File: src/rtl/control_unit.sv
// rtl/control_unit.sv - multicycle control FSM for the CPU datapath with bounded memory handshake
module control_unit #(
    parameter int WAIT_LIMIT = 255
) (
    input  logic       clk,
    input  logic       rst_n,
    input  logic [3:0] ir1,
    input  logic [2:0] ir2,
    input  logic       dcond,
    input  logic       mem_ready,
    output logic       tmar,
    output logic       ldmar,
    output logic       tmdr,
    output logic       ldmdr,
    output logic       tsp,
    output logic       ldsp,
    output logic       tpc,
    output logic       ldpc,
    output logic       ldt,
    output logic       tir,
    output logic       ldir,
    output logic       rd,
    output logic       wr,
    output logic       memrd,
    output logic       memwr,
    output logic       m1,
    output logic       m2,
    output logic [2:0] fnotsel_cont,
    output logic       halted,
    output logic       fault
);

    localparam int CW = (WAIT_LIMIT < 2) ? 1 : $clog2(WAIT_LIMIT);

    localparam logic [4:0] S_F0    = 5'd0;
    localparam logic [4:0] S_F1    = 5'd1;
    localparam logic [4:0] S_F2    = 5'd2;
    localparam logic [4:0] S_F3    = 5'd3;
    localparam logic [4:0] S_DEC   = 5'd4;
    localparam logic [4:0] S_J0    = 5'd5;
    localparam logic [4:0] S_A0    = 5'd6;
    localparam logic [4:0] S_A1    = 5'd7;
    localparam logic [4:0] S_L0    = 5'd8;
    localparam logic [4:0] S_L1    = 5'd9;
    localparam logic [4:0] S_L2    = 5'd10;
    localparam logic [4:0] S_S0    = 5'd11;
    localparam logic [4:0] S_S1    = 5'd12;
    localparam logic [4:0] S_MOVR  = 5'd13;
    localparam logic [4:0] S_MOVM  = 5'd14;
    localparam logic [4:0] S_P0    = 5'd15;
    localparam logic [4:0] S_P1    = 5'd16;
    localparam logic [4:0] S_P2    = 5'd17;
    localparam logic [4:0] S_HALT  = 5'd18;
    localparam logic [4:0] S_FAULT = 5'd19;

    localparam logic [2:0] FN_INC   = 3'b100;
    localparam logic [2:0] FN_DEC   = 3'b101;
    localparam logic [2:0] FN_PASSX = 3'b110;

    logic [4:0]    state;
    logic [4:0]    state_nx;
    logic [4:0]    wait_exit;
    logic [CW-1:0] wait_cnt;
    logic [CW-1:0] wait_cnt_nx;
    logic          in_wait;

    // ir2 steers the datapath ALU mux directly when m1=1; nothing here needs its value.
    logic unused_ir2;
    assign unused_ir2 = ^ir2;

    assign in_wait = (state == S_F1) || (state == S_L1) || (state == S_S1) || (state == S_P2);

    always_comb begin
        state_nx    = state;
        wait_exit   = S_F0;
        wait_cnt_nx = '0;
        case (state)
            S_F0:   state_nx = S_F1;
            S_F1:   wait_exit = S_F2;
            S_F2:   state_nx = S_F3;
            S_F3:   state_nx = S_DEC;
            S_DEC: begin
                case (ir1)
                    4'h9:    state_nx = S_A0;
                    4'hA:    state_nx = S_L0;
                    4'hB:    state_nx = S_S0;
                    4'hC:    state_nx = S_MOVR;
                    4'hD:    state_nx = S_MOVM;
                    4'hE:    state_nx = S_P0;
                    4'hF:    state_nx = S_HALT;
                    default: state_nx = dcond ? S_J0 : S_F0;
                endcase
            end
            S_J0:    state_nx = S_F0;
            S_A0:    state_nx = S_A1;
            S_A1:    state_nx = S_F0;
            S_L0:    state_nx = S_L1;
            S_L1:    wait_exit = S_L2;
            S_L2:    state_nx = S_F0;
            S_S0:    state_nx = S_S1;
            S_S1:    wait_exit = S_F0;
            S_MOVR:  state_nx = S_F0;
            S_MOVM:  state_nx = S_F0;
            S_P0:    state_nx = S_P1;
            S_P1:    state_nx = S_P2;
            S_P2:    wait_exit = S_F0;
            S_HALT:  state_nx = S_HALT;
            S_FAULT: state_nx = S_FAULT;
            default: state_nx = S_F0;
        endcase
        // Shared handshake: ready wins over the limit on the same cycle.
        if (in_wait) begin
            if (mem_ready) begin
                state_nx = wait_exit;
            end else if (wait_cnt == CW'(WAIT_LIMIT - 1)) begin
                state_nx = S_FAULT;
            end else begin
                wait_cnt_nx = wait_cnt + CW'(1);
            end
        end
    end

    always_ff @(posedge clk or negedge rst_n) begin
        if (!rst_n) begin
            state    <= S_F0;
            wait_cnt <= '0;
        end else begin
            state    <= state_nx;
            wait_cnt <= wait_cnt_nx;
        end
    end

    always_comb begin
        tmar = 1'b0; ldmar = 1'b0; tmdr = 1'b0; ldmdr = 1'b0;
        tsp  = 1'b0; ldsp  = 1'b0; tpc  = 1'b0; ldpc  = 1'b0;
        ldt  = 1'b0; tir   = 1'b0; ldir = 1'b0; rd    = 1'b0;
        wr   = 1'b0; memrd = 1'b0; memwr = 1'b0; m1   = 1'b0;
        m2   = 1'b0; halted = 1'b0; fault = 1'b0;
        fnotsel_cont = FN_PASSX;
        case (state)
            S_F0:    begin tpc = 1'b1; ldmar = 1'b1; end
            S_F1:    begin memrd = 1'b1; tmar = 1'b1; end
            S_F2:    begin memrd = 1'b1; tmar = 1'b1; ldir = 1'b1; end
            S_F3:    begin tpc = 1'b1; ldpc = 1'b1; fnotsel_cont = FN_INC; end
            S_J0:    begin tir = 1'b1; ldpc = 1'b1; end
            S_A0:    begin rd = 1'b1; ldt = 1'b1; end
            S_A1:    begin tmdr = 1'b1; m1 = 1'b1; wr = 1'b1; end
            S_L0:    begin rd = 1'b1; ldmar = 1'b1; end
            S_L1:    begin memrd = 1'b1; tmar = 1'b1; end
            S_L2:    begin memrd = 1'b1; tmar = 1'b1; ldmdr = 1'b1; end
            S_S0:    begin rd = 1'b1; ldmar = 1'b1; end
            S_S1:    begin memwr = 1'b1; tmar = 1'b1; end
            S_MOVR:  begin rd = 1'b1; m2 = 1'b1; ldmdr = 1'b1; end
            S_MOVM:  begin tmdr = 1'b1; wr = 1'b1; end
            S_P0:    begin tsp = 1'b1; ldsp = 1'b1; fnotsel_cont = FN_DEC; end
            S_P1:    begin tsp = 1'b1; ldmar = 1'b1; end
            S_P2:    begin memwr = 1'b1; tmar = 1'b1; end
            S_HALT:  halted = 1'b1;
            S_FAULT: fault = 1'b1;
            default: ;
        endcase
        // Outputs must drop immediately while reset is held, even though F0 drives tpc/ldmar.
        if (!rst_n) begin
            tmar = 1'b0; ldmar = 1'b0; tmdr = 1'b0; ldmdr = 1'b0;
            tsp  = 1'b0; ldsp  = 1'b0; tpc  = 1'b0; ldpc  = 1'b0;
            ldt  = 1'b0; tir   = 1'b0; ldir = 1'b0; rd    = 1'b0;
            wr   = 1'b0; memrd = 1'b0; memwr = 1'b0; m1   = 1'b0;
            m2   = 1'b0; halted = 1'b0; fault = 1'b0;
            fnotsel_cont = FN_PASSX;
        end
    end

endmodule

File: config.mk
export PLATFORM = sky130hd
export DESIGN_NAME = control_unit
export DESIGN_NICKNAME = d
export VERILOG_FILES = /design/src/rtl/control_unit.sv
export SDC_FILE = /design/constraint.sdc
export NUM_CORES = 1
export LEC_CHECK = 0
export CAP_MARGIN = 20
export CORE_ASPECT_RATIO = 1.4
export CORE_UTILIZATION = 49
export CTS_BUF_LIST = sky130_fd_sc_hd__clkbuf_2 sky130_fd_sc_hd__clkbuf_4 sky130_fd_sc_hd__clkbuf_8
export CTS_CLUSTER_SIZE = 16
export DETAILED_ROUTE_END_ITERATION = 7
export HOLD_SLACK_MARGIN = 0.15
export PLACE_DENSITY = 0.85
export SLEW_MARGIN = 10
export SYNTH_ARGS = -nofsm -noshare
export SYNTH_HDL_FRONTEND = slang
export SYNTH_SLANG_ARGS = --single-unit
export TNS_END_PERCENT = 20
File: constraint.sdc
create_clock -name clk -period 1.79 [get_ports clk]
set_input_delay 0.2685 -clock clk [delete_from_list [all_inputs] [get_ports clk]]
set_output_delay 0.2685 -clock clk [all_outputs]
set_load 0.02 [all_outputs]
# [Word-level counts from Yosys, hierarchy flattened]
# Index checks and enable logic that the tools add are counted.
[totals] ff_bits=13 inputBits=11 output_inout_bits=22 elab_cells=93
[classes] addsub=1 eq_ne=27 n_mux=48 reduce_logical=15
[ops] op="$pmux W5 S12" count=1
[ops] op="$eq A5 B4 Y1 const B" count=8
[ops] op="$mux W1" count=36
[ops] op="$pmux W5 S7" count=1
[ops] op="$eq A4 B4 Y1 const B" count=7
[ops] op="$mux W8" count=3
[ops] op="$eq A5 B3 Y1 const B" count=4
[ops] op="$eq A5 B5 Y1 const B" count=4
[ops] op="$reduce_or A4 Y1" count=4
[ops] op="$mux W5" count=3
[ops] op="$reduce_or A2 Y1" count=6
[ops] op="$eq A5 B2 Y1 const B" count=2
[ops] op="$add A8 B1 Y8 const B" count=1
[ops] op="$eq A8 B8 Y1 const B" count=1
[ops] op="$pmux W4 S2" count=1
[ops] op="$mux W3" count=2
[ops] op="$reduce_or A6 Y1" count=1
[ops] op="$eq A5 B1 Y1 const B" count=1
[ops] op="$logic_not A5 Y1" count=1
[ops] op="$pmux W2 S2" count=1
[ops] op="$logic_or A1 B1 Y1" count=3

# [Logic depth before layout (Yosys ltp)]
[depth] ltp_word=6 depth_mapped=6 depth_no_buf=5

# [Worst setup path before layout]
# No wires, ideal clock.
[synth_timing] path_kind="reg-to-output" startpoint="register state[4]" endpoint="output port wr" arrival_time_ps=1787 t_required_ps=1521 path_slack_ps=-265 stages_incl_launch_ff=5 path_buffers=2 path_cell_list="dfrtp_1 > buf_2 > nand2b_1 > nor4_1 > buf_4"
[synth_between] elab_chain_cells=4 elab_cells_between_ends=5 classes_between="eq/ne: 2; mux: 2; reduce/logical: 1"
[synth_rtl] element="start, declared" line_no="60" rtl="logic [4:0] state;"
[synth_rtl] element="start signal, assigned" line_no="128" rtl="state <= state_nx;"
[synth_rtl] element="$eq A5 B3 Y1 / $eq A5 B4 Y1 (equally long branches)"
[synth_rtl] element="$reduce_or A2 Y1 (no source line) (*)"
[synth_rtl] element="$mux W1 (*) (2 in a row)"
[synth_rtl] element="end, declared" line_no="23" rtl="output logic wr,"
# Mark *: on every way between the ends. The rest lies on a longest branch, timed or not.

# [Worst setup path in the final report]
[layout_timing] startpoint="register state[0]" endpoint="output port ldmdr"
[layout_between] elab_chain_cells=4 elab_cells_between_ends=5 classes_between="eq/ne: 2; mux: 2; reduce/logical: 1"
[layout_rtl] element="$eq A5 B4 Y1" line_no="140" rtl="case (state)"
[layout_rtl] element="$reduce_or A2 Y1 (no source line) (*)"
[layout_rtl] element="$mux W1 (*)" line_no="140"
[layout_rtl] element="$mux W1 (*)" line_no="163" rtl="if (!rst_n) begin"
[layout_rtl] element="end, declared" line_no="14" rtl="output logic ldmdr,"
# Marks and branches as above.

==> flow_metrics.tcl <==
set metrics [dict create \
    synth_common_cells "16 x nor2_1, 13 x dfrtp_1, 11 x nand3_1" \
    period_share_pct 104 \
    critPathLaunchType "register" \
    fin_setup_tns_ns -0.103 \
    vias_per_cell 6.12 \
    synth_edf_count 0 \
    p_clk_share_pct 9.3 \
    yosysWarnings 0 \
    grt_usage_pct 31.0 \
    place_congestion 0.912 \
    fin_crit_ns 1.86 \
    maxSlewViolCount 0 \
    p_int_mw 1.17 \
    critical_path.slowest_cell "dfrtp_2" \
    syn_area_sq_mm 0.00115 \
    firstDrtPassIters 4 \
    dr.first_iter.drc_count 47 \
    grt_overflow 0 \
    finalWirelength_mm 3.69 \
    yosys.area.top_type_share_pct 28.2 \
    fp.dieW_um 43.0 \
    dp_cells 216 \
    synth_area_leaders "dfrtp_1 28%, nor2_1 5.2%, nand3_1 4.8%" \
    start_util_pct 52.4 \
    switching_power_uw 926 \
    dp_hpwl_mm 2.64 \
    reg2reg_from "state[3]" \
    drive_above_1_share_pct 44.6 \
    hold_buffers 0 \
    cp-startpoint "state[0]" \
    post-place-ws_ns -0.474 \
    max_stage_delay_ns 0.46 \
    power_frac_seq_pct 21.2 \
    grt_setup_unrepaired "true" \
    syn_inst 142 \
    endpoint_kind "output port" \
    setup_viol 4 \
    vdd_drop_max_uv 862 \
    grt_pass1_vias 1400 \
    crit_type "register to output port" \
    die_h_um 59.4 \
    post-route-drc-count 0 \
    synth_cell_types 49 \
    clk_latency_ns 0.28 \
    clk_pin_slew_ns 0.08 \
    yosysMostFrequentCell "nor2_1" \
    worst_ep_required_time_ns 1.52 \
    ys_async_sr_fraction_pct 100 \
    avgSynthCellArea_sq_um 8.13 \
    layout_setup_ws_ns -0.0661 \
    clock_path_buffers 2 \
    drtAntennaViolNets 0 \
    port_buffers 28 \
    grt_max_degree 12 \
    ys_ff_latch 13 \
    seq_area_sq_um 330 \
    cts_made_buffers 3 \
    leakagePower_nw 0.769 \
    fmax_mhz 539 \
    diodes 0 \
    cts_tree "yes" \
    multiInputGateArea_sq_um 821 \
    n_fill_cell 144 \
    critPathArrivalTime_ns 1.59 \
    antenna_found_initial 0 \
    ff2ff_path_depth 6 \
    fin_skew_ns 0.00606 \
    violations "negative setup slack" \
    hold_viol_final 0 \
    synth_area_leader_cell "dfrtp_1" \
    maxCapViolCount 0 \
    vias 1383 \
    synth_top_flop_cell "dfrtp_1" \
    switching_share_pct 44.1 \
    ios 33 \
    dieArea_sq_mm 0.00256 \
    routedWlPerCell_um 16.3 \
    rr_endpoint "state[2]" \
    final_cells 226 \
    cp_cell_sequence "buf_6, nand2b_4, mux2_4, nor3_2, buf_4" \
    ys_seq_area_share_pct 28.2 \
    fp.coreArea_sq_mm 0.00220 \
    fin_nets 218 \
    rows 20 \
    status "finished with violations" \
    p_per_area_mw_per_mm2 1210 \
    syn-num-nets 155 \
    grt_pass1_wl_mm 6.07 \
    clock-root-buffer "clkbuf_4" \
    combPwrFrac_pct 69.5 \
    cts_sinks 13 \
    worst-path-max-fanout 6 \
    r2r_slack_ns 0.01 \
    cts-htree-levels 1 \
    hold_path_class "primary input to async pin" \
    syn_to_final_growth_pct 50.7 \
]
## per-stage QoR
| stage | total power, mW | area [sq um] | utilization, % | hold slack, ns |
|---|---|---|---|---|
| detailed placement | 1.71 | 1660 | 75.2 | 0.531 |
| global route | 2.23 | 1740 | 79.0 | 0.399 |
| global placement | 1.67 | 1660 | 75.2 | 0.520 |
| floorplan | 1.14 | 1160 | - | -0.0271 |
| CTS | 1.98 | 1680 | 76.1 | 0.401 |
| finish | 2.10 | 1740 | 79.0 | 0.420 |
## sequential cells by signal, summed over array words and instances, names as in the netlist
| signal | count |
|---|---|
| wait_cnt | 8 |
| state | 5 |
## what timing repair did
action	4_1_cts	5_1_grt
buffers inserted	4	2
pin swaps	1	2
gates resized for setup	105	27
setup endpoints to repair	21	20
## cell usage in the layout (no fill, tap or decap), types with 3 or more instances in the layout
master           synthesis  final
a21oi_1                  5      3
buf_2                    6     11
xnor2_1                  3      3
o211ai_1                 3      3
o21ai_0                  5      4
nor2_1                  16     15
nor3_1                   8      5
nand3_1                 11     11
nor3_2                   1      4
buf_4                    3     48
clkdlybuf4s50_1          0      7
clkbuf_4                 0      4
nand2_2                  0      3
inv_1                    5      5
xor2_1                   5      5
dfrtp_1                 13      9
dfrtp_2                  0      4
nand2_1                  9      6
nand4_1                  3      3
nand2b_4                 0      3
## layout make-up
class                   instances  area share (%)
multi-input cells             113            47.2
repair buffers                 69            29.5
flip-flops and latches         13            19.0
clock buffers                   4            1.73
well taps                      22            1.58
inverters                       5            1.08
## critical path: cells and delay by family, from the launching register on
kind | cells | cell delay, ns
and+or+nand+nor | 2 | 0.26
DFF | 1 | 0.46
buffers and inverters | 2 | 0.32
muxes | 1 | 0.27
## routing by layer
layer / vias up / part of all wire [%] / track usage, %
li1: 646 / - / -
met1: 643 / 36 / 33.3
met2: 70 / 53 / 55.4
met3: 24 / 5.2 / 4.57
met4: 0 / 5.6 / 20.8
met5: - / 0 / 0
## cells by family after synthesis
group	after synthesis	share of synthesized area, %
compound gates	31	21.3
xor+xnor	8	6.07
fa+ha+maj	2	2.17
buf+inv	16	8.13
flops	13	28.2
mux	2	1.84
other cells	1	0.325
simple gates	69	32.0
## worst max path at each step
stage,cells after the start,to
after floorplan,5,fnotsel_cont[0]
after global placement,5,tmar
after detailed placement,5,tmar
after CTS,5,ldmdr
after global routing,5,ldmdr
final,5,ldmdr
## power by group through the flow
stage / clock network (mW) / registers [mW] / logic [mW]
3_5_place_dp: 0 / 0.438 / 1.27
3_3_place_gp: 0 / 0.432 / 1.24
5_1_grt: 0.216 / 0.450 / 1.56
6_report: 0.195 / 0.445 / 1.46
2_1_floorplan: 0 / 0.392 / 0.750
4_1_cts: 0.202 / 0.432 / 1.34
(Power assumes the default switching activity.)
